## config.mk

```make
export PLATFORM = sky130hd
export DESIGN_NAME = pulse_indicator_driver
export DESIGN_NICKNAME = d
export VERILOG_FILES = /design/src/rtl/pulse_indicator_pkg.sv /design/src/rtl/pulse_indicator_driver_blink_timer.sv /design/src/rtl/pulse_indicator_driver.sv
export SDC_FILE = /design/constraint.sdc
export NUM_CORES = 1
export LEC_CHECK = 0
export BUFFER_PORTS_ARGS = -buffer_cell sky130_fd_sc_hd__clkbuf_2
export CAP_MARGIN = 25
export CORE_MARGIN = 3
export CORE_UTILIZATION = 30
export CTS_BUF_LIST = sky130_fd_sc_hd__clkbuf_4
export CTS_CLUSTER_SIZE = 40
export DETAILED_ROUTE_END_ITERATION = 6
export GPL_TIMING_DRIVEN = 1
export PLACE_DENSITY_LB_ADDON = 0.2
export SLEW_MARGIN = 20
export SYNTH_ARGS = -nofsm -noshare
export SYNTH_HDL_FRONTEND = slang
export SYNTH_SLANG_ARGS = --single-unit
```

## constraint.sdc

```tcl
create_clock -name clk -period 5.4 [get_ports clk]
set_input_delay 0.54 -clock clk [delete_from_list [all_inputs] [get_ports clk]]
set_output_delay 0.54 -clock clk [all_outputs]
set_load 0.05 [all_outputs]
```

## src/rtl/pulse_indicator_pkg.sv

```systemverilog
// Shared state encoding and default timing constants for the LED pulse indicator.
package pulse_indicator_pkg;

  typedef enum logic [1:0] {
    ST_IDLE = 2'd0,
    ST_ON   = 2'd1,
    ST_OFF  = 2'd2
  } state_t;

  localparam int DEF_ON_CYCLES  = 5000000;
  localparam int DEF_OFF_CYCLES = 5000000;
  localparam int DEF_SIM_CYCLES = 4;

  function automatic int max_int(input int a, input int b);
    return (a > b) ? a : b;
  endfunction

endpackage

```

## src/rtl/pulse_indicator_driver_blink_timer.sv

```systemverilog
// Loadable down-counter that times the ON and OFF phases of a blink.
module blink_timer #(
  parameter int W = 4
) (
  input  logic         clk,
  input  logic         reset,
  input  logic         load,
  input  logic [W-1:0] load_val,
  output logic         zero
);

  logic [W-1:0] count;

  // Load wins over decrement; the counter parks at zero until reloaded.
  always_ff @(posedge clk or posedge reset) begin
    if (reset) begin
      count <= '0;
    end else if (load) begin
      count <= load_val;
    end else if (count != '0) begin
      count <= count - W'(1);
    end
  end

  assign zero = (count == '0);

endmodule

```

## src/rtl/pulse_indicator_driver.sv

```systemverilog
// Turns single-cycle event pulses into visible LED blinks, queueing events that arrive mid-blink.
// Define LED_ACTIVE_LOW_EN to drive led_out active-low.
module pulse_indicator_driver
  import pulse_indicator_pkg::*;
#(
  parameter bit sim        = 1'b0,
  parameter int ON_CYCLES  = DEF_ON_CYCLES,
  parameter int OFF_CYCLES = DEF_OFF_CYCLES,
  parameter int SIM_CYCLES = DEF_SIM_CYCLES,
  parameter int PEND_W     = 3
) (
  input  logic clk,
  input  logic reset,
  input  logic pulse_in,
  output logic led_out,
  output logic busy,
  output logic overflow
);

  localparam int T_ON  = sim ? SIM_CYCLES : ON_CYCLES;
  localparam int T_OFF = sim ? SIM_CYCLES : OFF_CYCLES;
  localparam int TMR_W = $clog2(max_int(T_ON, T_OFF)) + 1;

  localparam logic [TMR_W-1:0]  ON_LOAD  = TMR_W'(T_ON - 1);
  localparam logic [TMR_W-1:0]  OFF_LOAD = TMR_W'(T_OFF - 1);
  localparam logic [PEND_W-1:0] PEND_MAX = {PEND_W{1'b1}};

  state_t              state, state_next;
  logic                pulse_in_d;
  logic                evt;
  logic [PEND_W-1:0]   pending, pending_next;
  logic                overflow_next;
  logic                led_next, busy_next;
  logic                load;
  logic [TMR_W-1:0]    load_val;
  logic                zero;
  logic                active, full, consume, accept, drop;

  blink_timer #(.W(TMR_W)) u_timer (
    .clk      (clk),
    .reset    (reset),
    .load     (load),
    .load_val (load_val),
    .zero     (zero)
  );

  assign evt = pulse_in & ~pulse_in_d;

  always_ff @(posedge clk or posedge reset) begin
    if (reset) begin
      state      <= ST_IDLE;
      pulse_in_d <= 1'b0;
      pending    <= '0;
      overflow   <= 1'b0;
      busy       <= 1'b0;
`ifdef LED_ACTIVE_LOW_EN
      led_out    <= 1'b1;
`else
      led_out    <= 1'b0;
`endif
    end else begin
      state      <= state_next;
      pulse_in_d <= pulse_in;
      pending    <= pending_next;
      overflow   <= overflow_next;
      busy       <= busy_next;
`ifdef LED_ACTIVE_LOW_EN
      led_out    <= ~led_next;
`else
      led_out    <= led_next;
`endif
    end
  end

  // A same-cycle event counts toward the end-of-OFF consume, so it is never lost.
  always_comb begin
    state_next    = state;
    load          = 1'b0;
    load_val      = ON_LOAD;
    pending_next  = pending;
    overflow_next = overflow;

    active  = (state != ST_IDLE);
    full    = (pending == PEND_MAX);
    consume = (state == ST_OFF) && zero && ((pending != '0) || evt);
    accept  = evt && active && (!full || consume);
    drop    = evt && active && full && !consume;

    if (accept && !consume) begin
      pending_next = pending + PEND_W'(1);
    end else if (consume && !accept) begin
      pending_next = pending - PEND_W'(1);
    end

    if (drop) begin
      overflow_next = 1'b1;
    end

    case (state)
      ST_IDLE: begin
        if (evt) begin
          state_next = ST_ON;
          load       = 1'b1;
          load_val   = ON_LOAD;
        end
      end
      ST_ON: begin
        if (zero) begin
          state_next = ST_OFF;
          load       = 1'b1;
          load_val   = OFF_LOAD;
        end
      end
      ST_OFF: begin
        if (zero) begin
          if (consume) begin
            state_next = ST_ON;
            load       = 1'b1;
            load_val   = ON_LOAD;
          end else begin
            state_next = ST_IDLE;
          end
        end
      end
      default: state_next = ST_IDLE;
    endcase

    led_next  = (state_next == ST_ON);
    busy_next = (state_next != ST_IDLE) || (pending_next != '0);
  end

endmodule

```

==> results of run 1 <==
through the flow:
| step | std cells | power (mW) |
|---|---|---|
| 2_1_floorplan | 180 | 0.356 |
| 3_3_place_gp | 255 | 0.379 |
| 3_5_place_dp | 255 | 0.381 |
| 4_1_cts | 263 | 0.525 |
| 5_1_grt | 263 | 0.549 |
| 6_report | 263 | 0.518 |
power breakdown:
part	internal (mW)	switching [mW]	leakage, nW
combinational	0.0391	0.0566	0.366
sequential	0.263	0.0165	0.383
clock	0.0546	0.0887	0.0354
layout make-up:
class                      count  area share [%]
timing repair buffer           6            1.67
tap                           72            4.62
clock inverter                 2           0.513
sequential                    33            42.3
clock buffer                   6            2.31
multi-input combinational    137            47.2
inverter                       7            1.35
placed cells by master, fill, tap and decap left out, types with 2 or more instances in the layout:
| master | instances |
|---|---|
| dfrtp_1 | 33 |
| nor2_1 | 21 |
| nand2_1 | 21 |
| xnor2_1 | 13 |
| o21ai_0 | 8 |
| inv_1 | 7 |
| xor2_1 | 7 |
| nor3_1 | 6 |
| ha_1 | 6 |
| clkbuf_4 | 6 |
| nor4_1 | 5 |
| nand3_1 | 5 |
| mux2i_1 | 5 |
| clkbuf_2 | 5 |
| nand2b_1 | 4 |
| nor4_4 | 3 |
| nor3b_1 | 3 |
| a21oi_1 | 3 |
| nand3b_1 | 3 |
| or3_1 | 3 |
| o21ai_1 | 3 |
| nor2b_1 | 2 |
| or2_2 | 2 |
| o211ai_1 | 2 |
| clkinv_2 | 2 |
how the worst max path moves through the flow:
stage / startpoint / to / depth (start not counted)
CTS: u_timer.count[4]$_DFFE_PP0P_ / busy$_DFF_PP0_ / 6
global route: u_timer.count[0]$_DFFE_PP0P_ / busy$_DFF_PP0_ / 8
finish: u_timer.count[4]$_DFFE_PP0P_ / busy$_DFF_PP0_ / 6
detailed placement: u_timer.count[4]$_DFFE_PP0P_ / busy$_DFF_PP0_ / 6
global placement: pulse_in / busy$_DFF_PP0_ / 7
floorplan: u_timer.count[4]$_DFFE_PP0P_ / busy$_DFF_PP0_ / 6
routing by layer:
metal	share of wire (%)	track usage, %	vias up
li1	-	-	639
met1	51	13.7	571
met2	45	16.5	12
met3	2.7	2.98	5
met4	1.2	4.01	0
met5	0	0	-
critical path: cells and delay by family, from the launching register on:
kind / cells / cell delay (ns)
muxes: 1 / 0.31
and+or+nand+nor: 4 / 1.59
xor gates and xnor gates: 1 / 0.09
DFF: 1 / 0.46
logic make-up (layout without fill, tap and decap cells):
logic type / Yosys count / in the layout
AOI/OAI and AO/OA: 17 / 17
xor gates and xnor gates: 21 / 21
adders and majority gates: 6 / 6
buffers and inverters: 10 / 21
DFF: 33 / 33
muxes: 5 / 5
and+or+nand+nor: 88 / 88
flip-flops by register name (all words and copies together), names as in the netlist:
signal / count
u_timer.count: 24
pulse_in_d: 1
pending: 3
led_out: 1
busy: 1
state: 2
overflow: 1
==> results.tsv, run 1 <==
stage	metric	value	unit
run_status	status	finished clean	
yosys	synth-simple-area-share	28.4	%
sta	slew_headroom	36.2	%
worst_setup_path	path_class	flop to flop	
pwr	power_density	266	nW/um2
cts	insertion_delay	0.34	ns
sta	fin_setup_tns	0	ns
yosys	synth_top_area_share	46.0	%
routing	drtAntennaViolNets	0	
sta	min_period	2.56	ns
yosys	ys_types	37	
die	ios	6	
cts	numCtsBuffers	5	
grt	grt_max_degree	34	
cts	cts_resized	0	
worst_setup_path	cpPeakStageDelay	0.50	ns
cts	cts.sinks	33	
pwr	power_leakage	0.784	nW
yosys	ys_ff_latch	33	
routing	num_vias	1227	
final_layout	nNetsFinal	199	
worst_setup_path	reg2reg_slack	2.84	ns
worst_setup_path	r2r-end	busy$_DFF_PP0_	
final_layout	drive_gt1_share	13.1	%
yosys	synth_ff_type	dfrtp_1	
sta	hold_viol_final	0	
routing	vias_per_cell	4.67	
worst_setup_path	worstPathMaxFanout	6	
sta	finalCritPeriodShare	47.5	%
sta	timing.hold.ws	0.254	ns
sta	finClkSkew	0.00727	ns
yosys	ys_top_cells_by_area	dfrtp_1 (46%), xnor2_1 (6.3%), nand2_1 (4.4%), nor2_1 (4.4%), ha_1 (4.2%)	
routing	finalWirelength	3420	um
final_layout	fillers	586	
grt	grt.overflow.total	0	
die	start_util	31.8	%
pwr	vdd_drop_max	0.117	mV
placed_design	io_buffer_count	5	
final_layout	fin_area	1950	um2
yosys	synthXorXnorAreaFrac	10.7	%
worst_setup_path	arrival	2.78	ns
yosys	synthAdderAreaFrac	4.18	%
yosys	synth_area_leader_cell	dfrtp_1	
final_layout	area_delta_synth_final	8.57	%
sta	fmax	0.390	GHz
yosys	netlist_instances	180	
worst_setup_path	timing.rr.start	u_timer.count[4]$_DFFE_PP0P_	
yosys	synth_top_family_by_area	simple AND/OR/NAND/NOR gates	
placed_design	place_area	1900	um2
yosys	synth.most_common_cell	dfrtp_1	
routing	drt_iter0_drc	49	
die	die-area	6950	um2
placed_design	hpwl	2380	um
yosys	yosysWarnings	0	
yosys	synth_compound_gate_area_share	5.22	%
routing	first_pass_iters	4	
yosys	syn_area_per_cell	9.98	um2
cts	clockBufferDepth	2	
worst_setup_path	critPathLaunchType	flop	
routing	drcViolationCount	0	
grt	antenna_found_initial	0	
yosys	seq_area_frac_synth	46.0	%
yosys	synth-edff-count	0	
final_layout	multi_input_area	921	um2
cts	cts_root_buf	clkbuf_4	
sta	setup_violations	0	
worst_setup_path	crit_top_cell	nor4_4	
die	row_count	27	
worst_setup_path	path_cells	nor4_4, nand4b_1, nor4_4, mux2i_1, xnor2_2, or4b_1	
die	core	5640	um2
yosys	async_flop_share	100	%
flow_run	cap_violations	0	
placed_design	routabilityCongestion	0.703	
final_layout	final_util	34.6	%
final_layout	insertedDiodeCount	0	
sta	worstMarginPinSlew	0.954	ns
routing	wl_per_cell	13.0	um
sta	rsz0062_at_grt	no	
worst_setup_path	required	5.62	ns
worst_setup_path	cp_slowest_cell	or4b_1	
worst_setup_path	endpoint_kind	flop	
min_path	hold_class	input pin to async pin	
cts	hold_buffers	0	
yosys	synth.mux.area_fraction	2.79	%
grt	grt_pass1_wl	5910	um
cts	cts_tree	built	
yosys	netlist_area	1800	um2
die	die_h	83.4	um
die	die_w	83.4	um
worst_setup_path	r2r.worst_path.cells	6	
cts	cts.htree.levels	2	
yosys	synthTopCellsByCount	dfrtp_1 (33), nand2_1 (21), nor2_1 (21)	
grt	grt_pass1_vias	1255	
sta	postLayoutSetupSlackWorst	2.84	ns
grt	track_usage	10.5	%
cts	clkTransAtPathRegs	0.11	ns
sta	slew_violations	0	
final_layout	regArea	826	um2
cts	postCtsSetupBuffers	0	
yosys	synth.net_count	189	
placed_design	dp_worst_setup_slack	2.84	ns
Note: power is estimated with default switching activity, not from simulation.
==> run 2, diff against run 1 <==
- clock period: 5.4 -> 2.1 ns (I/O delays scaled with it)
==> run 2 against run 1 <==
  * The flow now finishes with violations (setup timing)
  * Critical path type unchanged
  * Final cell count up 23%
  * Setup slack worse by 3.0 ns
  * Wire length up 22%
  * Highest routed layer unchanged
  * Worst hold slack gained 0.22 ns
==> results.tsv, run 2 (synthesis gave the netlist of run 1 again) <==
stage	metric	value	unit
final_layout	drive_gt1_share	40.5	%
sta	finClkSkew	0.00831	ns
routing	drcViolationCount	0	
final_layout	multi_input_area	1040	um2
final_layout	reg_top3	u_timer.count x24, pending x3, state x2	
final_layout	regArea	826	um2
placed_design	hpwl	2840	um
routing	drt_iter0_drc	69	
worst_setup_path	worstPathMaxFanout	2	
die	die_w	83.4	um
routing	drtAntennaViolNets	0	
sta	setup_violations	1	
placed_design	io_buffer_count	5	
routing	finalWirelength	4160	um
flow_run	cap_violations	0	
grt	antenna_found_initial	0	
grt	grt_pass1_wl	7120	um
worst_setup_path	timing.rr.start	u_timer.count[0]$_DFFE_PP0P_	
sta	slew_violations	0	
worst_setup_path	critPathLaunchType	flop	
sta	min_period	2.25	ns
final_layout	stdcell_count	324	
placed_design	dp.cells	303	
final_layout	largest_reg_flops	24	
die	row_count	27	
final_layout	insertedDiodeCount	0	
sta	slew_headroom	69.6	%
final_layout	area_delta_synth_final	41.6	%
cts	cts.sinks	33	
die	core	5640	um2
sta	finalCritPeriodShare	107	%
sta	fin_setup_tns	-0.145	ns
die	die_h	83.4	um
routing	num_vias	1514	
cts	insertion_delay	0.33	ns
run_status	status	complete, but fails checks	
worst_setup_path	r2r.worst_path.cells	8	
grt	grt_pass1_vias	1535	
routing	first_pass_iters	4	
min_path	hold_class	flop to flop	
cts	cts.htree.levels	2	
cts	numCtsBuffers	5	
cts	cts_root_buf	clkbuf_4	
worst_setup_path	reg2reg_slack	-0.15	ns
sta	worstMarginPinSlew	0.453	ns
run_status	failed_checks	setup timing	
worst_setup_path	endpoint_kind	flop	
cts	clockBufferDepth	2	
grt	track_usage	12.6	%
sta	rsz0062_at_grt	yes	
placed_design	routabilityCongestion	0.744	
cts	clkTransAtPathRegs	0.10	ns
min_path	hold_depth	1	
min_path	worstHoldEndpoint	overflow$_DFFE_PP0P_	
die	ios	6	
sta	fmax	0.445	GHz
worst_setup_path	path_class	flop to flop	
grt	grt_max_degree	34	
pwr	vdd_drop_max	0.305	mV
final_layout	layout_common_cells	buf_4 (53), dfrtp_1 (33), nand2_1 (20)	
die	start_util	31.8	%
final_layout	top_register	u_timer.count	
min_path	hold_start	overflow$_DFFE_PP0P_	
pwr	power_leakage	1.08	nW
routing	wl_per_cell	12.8	um
sta	hold_viol_final	0	
sta	postLayoutSetupSlackWorst	-0.145	ns
die	die-area	6950	um2
cts	cts_tree	built	
worst_setup_path	arrival	2.46	ns
routing	vias_per_cell	4.67	
worst_setup_path	required	2.31	ns
worst_setup_path	r2r-end	busy$_DFF_PP0_	
final_layout	nNetsFinal	260	
final_layout	final_common_cell	buf_4	
final_layout	fillers	553	
grt	grt.overflow.total	0	
pwr	power_density	553	nW/um2
run 2: per-layer routing:
| layer | part of all wire (%) | vias to the layer above | global-route usage, % |
|---|---|---|---|
| met5 | 0 | - | 0 |
| li1 | - | 763 | - |
| met4 | 1.6 | 0 | 4.46 |
| met2 | 48 | 21 | 20.8 |
| met3 | 3.5 | 10 | 3.37 |
| met1 | 47 | 720 | 15.9 |
run 2: what timing repair did:
| item | in CTS | in global routing |
|---|---|---|
| endpoints found under the hold margin | 34 | 0 |
| buffers inserted | 2 | 7 |
| gates resized for setup | 8 | 25 |
| setup endpoints to repair | 14 | 17 |
| pin swaps | 5 | 15 |
| cloned | 0 | 2 |
| hold buffers | 2 | 0 |
run 2: power by group:
group / switching [mW] / leakage (nW) / internal [mW]
Clock: 0.211 / 0.0354 / 0.140
Sequential: 0.0304 / 0.383 / 0.675
Combinational: 0.168 / 0.660 / 0.182
run 2: cell type report:
class	count	area share, %
clock buffer	6	1.77
tap	72	3.54
timing repair buffer	66	19.8
inverter	7	1.03
multi-input combinational	138	41.0
clock inverter	2	0.394
sequential	33	32.5
run 2: worst max-delay path by stage:
| stage | start | endpoint | slack (ns) | depth (start not counted) |
|---|---|---|---|---|
| 2_1_floorplan | u_timer.count[6]$_DFFE_PP0P_ | busy$_DFF_PP0_ | -0.22 | 6 |
| 3_3_place_gp | u_timer.count[0]$_DFFE_PP0P_ | busy$_DFF_PP0_ | -0.18 | 8 |
| 3_5_place_dp | u_timer.count[0]$_DFFE_PP0P_ | busy$_DFF_PP0_ | -0.22 | 8 |
| 4_1_cts | u_timer.count[11]$_DFFE_PP0P_ | busy$_DFF_PP0_ | -0.17 | 6 |
| 5_1_grt | u_timer.count[0]$_DFFE_PP0P_ | busy$_DFF_PP0_ | -0.26 | 8 |
| 6_report | u_timer.count[0]$_DFFE_PP0P_ | busy$_DFF_PP0_ | -0.15 | 8 |
run 2: per-stage QoR:
stage	worst slack [ns]	total power, mW	utilization, %	hold WS, ns	cell area (um2)
final	-0.145	1.41	45.1	0.471	2540
after global routing	-0.260	1.53	45.1	0.507	2540
after CTS	-0.166	1.44	42.2	0.479	2380
after detailed placement	-0.218	1.07	40.0	0.314	2260
after global placement	-0.181	1.07	40.0	0.317	2260
after floorplan	-0.223	0.914	-	0.241	1800
run 2: worst max-delay path, stage by stage, from the launching register on:
cell	delay (ns)
dfrtp_1	0.41
inv_2	0.08
ha_4	0.12
nor3b_4	0.19
nand3_2	0.13
nor4_4	0.34
mux2i_1	0.30
xnor2_2	0.09
or4b_1	0.46
==> run 3, diff against run 2 <==
- TNS_END_PERCENT: unset -> 10
==> run 3 against run 2 <==
  * First-iteration DRC count increased by 1.4%
  * Sequential power barely moved
  * Clock-buffer cell count did not move
  * Critical path type unchanged
  * The run still ends with setup timing left
==> results.tsv, run 3 (synthesis gave the netlist of run 1 again) <==
stage	metric	value	unit
sta	min_period	2.25	ns
final_layout	nNetsFinal	252	
pwr	vdd_drop_max	0.293	mV
pwr	power_leakage	1.04	nW
placed_design	hpwl	2840	um
placed_design	routabilityCongestion	0.744	
final_layout	largest_reg_flops	24	
final_layout	insertedDiodeCount	0	
sta	fmax	0.445	GHz
pwr	power.switching	407	uW
sta	hold_viol_final	0	
final_layout	area_delta_synth_final	34.8	%
sta	fin_setup_tns	-0.149	ns
pwr	internal-power	998	uW
final_layout	fin_area	2420	um2
worst_setup_path	critPathLaunchType	flop	
grt	grt_max_degree	34	
min_path	hold_depth	1	
final_layout	drive_gt1_share	35.2	%
die	start_util	31.8	%
placed_design	place_area	2260	um2
pwr	power_density	580	nW/um2
pwr	pwr-share-comb	24.9	%
sta	worstMarginPinSlew	0.444	ns
sta	rsz0062_at_grt	yes	
routing	drt_iter0_drc	70	
worst_setup_path	reg2reg_slack	-0.15	ns
final_layout	layout_common_cells	buf_4 (51), dfrtp_1 (33), nand2_1 (21)	
pwr	seq_power_share	50.2	%
cts	numCtsBuffers	5	
pwr	power.share.clock	24.9	%
final_layout	reg_top3	u_timer.count x24, pending x3, state x2	
min_path	worstHoldEndpoint	overflow$_DFFE_PP0P_	
grt	track_usage	12.6	%
die	ios	6	
run_status	status	complete, but fails checks	
pwr	power	1.40	mW
die	die-area	6950	um2
cts	insertion_delay	0.33	ns
routing	num_vias	1456	
final_layout	stdcell_count	316	
grt	grt.overflow.total	0	
pwr	swShare	29.0	%
routing	first_pass_iters	4	
cts	cts_root_buf	clkbuf_4	
die	die_w	83.4	um
flow_run	cap_violations	0	
sta	slew_violations	0	
sta	timing.hold.ws	0.472	ns
grt	grt_pass1_vias	1527	
sta	finalCritPeriodShare	107	%
cts	cts.sinks	33	
worst_setup_path	r2r-end	busy$_DFF_PP0_	
routing	drtAntennaViolNets	0	
final_layout	fillers	566	
worst_setup_path	worstPathMaxFanout	2	
min_path	hold_start	overflow$_DFFE_PP0P_	
placed_design	io_buffer_count	5	
min_path	hold_class	flop to flop	
routing	vias_per_cell	4.61	
cts	cts.htree.levels	2	
sta	postLayoutSetupSlackWorst	-0.149	ns
worst_setup_path	timing.rr.start	u_timer.count[0]$_DFFE_PP0P_	
run_status	failed_checks	setup timing	
cts	clockBufferDepth	2	
die	core	5640	um2
sta	slew_headroom	70.2	%
final_layout	top_register	u_timer.count	
final_layout	final_common_cell	buf_4	
worst_setup_path	required	2.31	ns
routing	finalWirelength	3910	um
die	row_count	27	
routing	drcViolationCount	0	
die	die_h	83.4	um
worst_setup_path	path_class	flop to flop	
sta	finClkSkew	0.00646	ns
cts	cts_tree	built	
grt	antenna_found_initial	0	
worst_setup_path	r2r.worst_path.cells	8	
worst_setup_path	endpoint_kind	flop	
routing	wl_per_cell	12.4	um
sta	setup_violations	2	
placed_design	dp.cells	303	
worst_setup_path	arrival	2.46	ns
grt	grt_pass1_wl	7090	um
cts	clkTransAtPathRegs	0.10	ns
-- run 3: cell count changes in the layout (fill, tap and decap cells not counted), moves of 2 or more --
cell     delta
buf_4       -2
nor2_2      -2
a21oi_1     +2
nor2_1      +4
buf_6       -4
nor2_4      -2
-- run 3: worst max-delay path by stage --
stage | from | to | slack, ns | depth (start not counted)
6_report | u_timer.count[0]$_DFFE_PP0P_ | busy$_DFF_PP0_ | -0.15 | 8
5_1_grt | u_timer.count[0]$_DFFE_PP0P_ | busy$_DFF_PP0_ | -0.26 | 8
4_1_cts | u_timer.count[11]$_DFFE_PP0P_ | busy$_DFF_PP0_ | -0.17 | 6
3_5_place_dp | u_timer.count[0]$_DFFE_PP0P_ | busy$_DFF_PP0_ | -0.22 | 8
3_3_place_gp | u_timer.count[0]$_DFFE_PP0P_ | busy$_DFF_PP0_ | -0.18 | 8
2_1_floorplan | u_timer.count[6]$_DFFE_PP0P_ | busy$_DFF_PP0_ | -0.22 | 6
-- run 3: metrics by stage --
| stage | worst slack [ns] | utilization [%] |
|---|---|---|
| finish | -0.149 | 42.9 |
| global route | -0.258 | 42.9 |
| CTS | -0.166 | 42.0 |
| detailed placement | -0.218 | 40.0 |
| global placement | -0.181 | 40.0 |
| floorplan | -0.223 | - |
-- run 3: final cells by class --
cell class	instances	area, um2	area share (%)
multi-input cells	137	986	40.7
flip-flops and latches	33	826	34.1
repair buffers	59	439	18.1
well taps	72	90.1	3.72
clock buffers	6	45.0	1.86
inverters	7	26.3	1.08
clock inverters	2	10.0	0.413
-- run 3: layer usage --
layer	global-route usage, %	vias to the layer above	share of wire, %
li1	-	746	-
met1	15.9	684	47
met2	20.6	16	49
met3	3.37	10	2.7
met4	4.46	0	1.7
met5	0	-	0
-- run 3: power by group through the flow --
stage / Clock [mW] / Sequential, mW / Combinational (mW)
2_1_floorplan: 0 / 0.752 / 0.161
3_3_place_gp: 0 / 0.720 / 0.348
3_5_place_dp: 0 / 0.719 / 0.351
4_1_cts: 0.376 / 0.708 / 0.356
5_1_grt: 0.410 / 0.714 / 0.400
6_report: 0.350 / 0.706 / 0.349
-- run 3: repair_timing --
action | CTS | global route
setup endpoints to repair | 14 | 18
hold endpoints to repair | 34 | 0
pin swaps | 3 | 4
setup buffers | 1 | 2
hold buffers | 2 | 0
gates resized for setup | 8 | 7
-- run 3: critical path: stages, from the launching register on --
cell and delay, ns:
dfrtp_1 0.41, inv_2 0.08, ha_4 0.12, nor3b_4 0.19, nand3_2 0.13, nor4_4 0.34
mux2i_1 0.30, xnor2_2 0.09, or4b_1 0.46
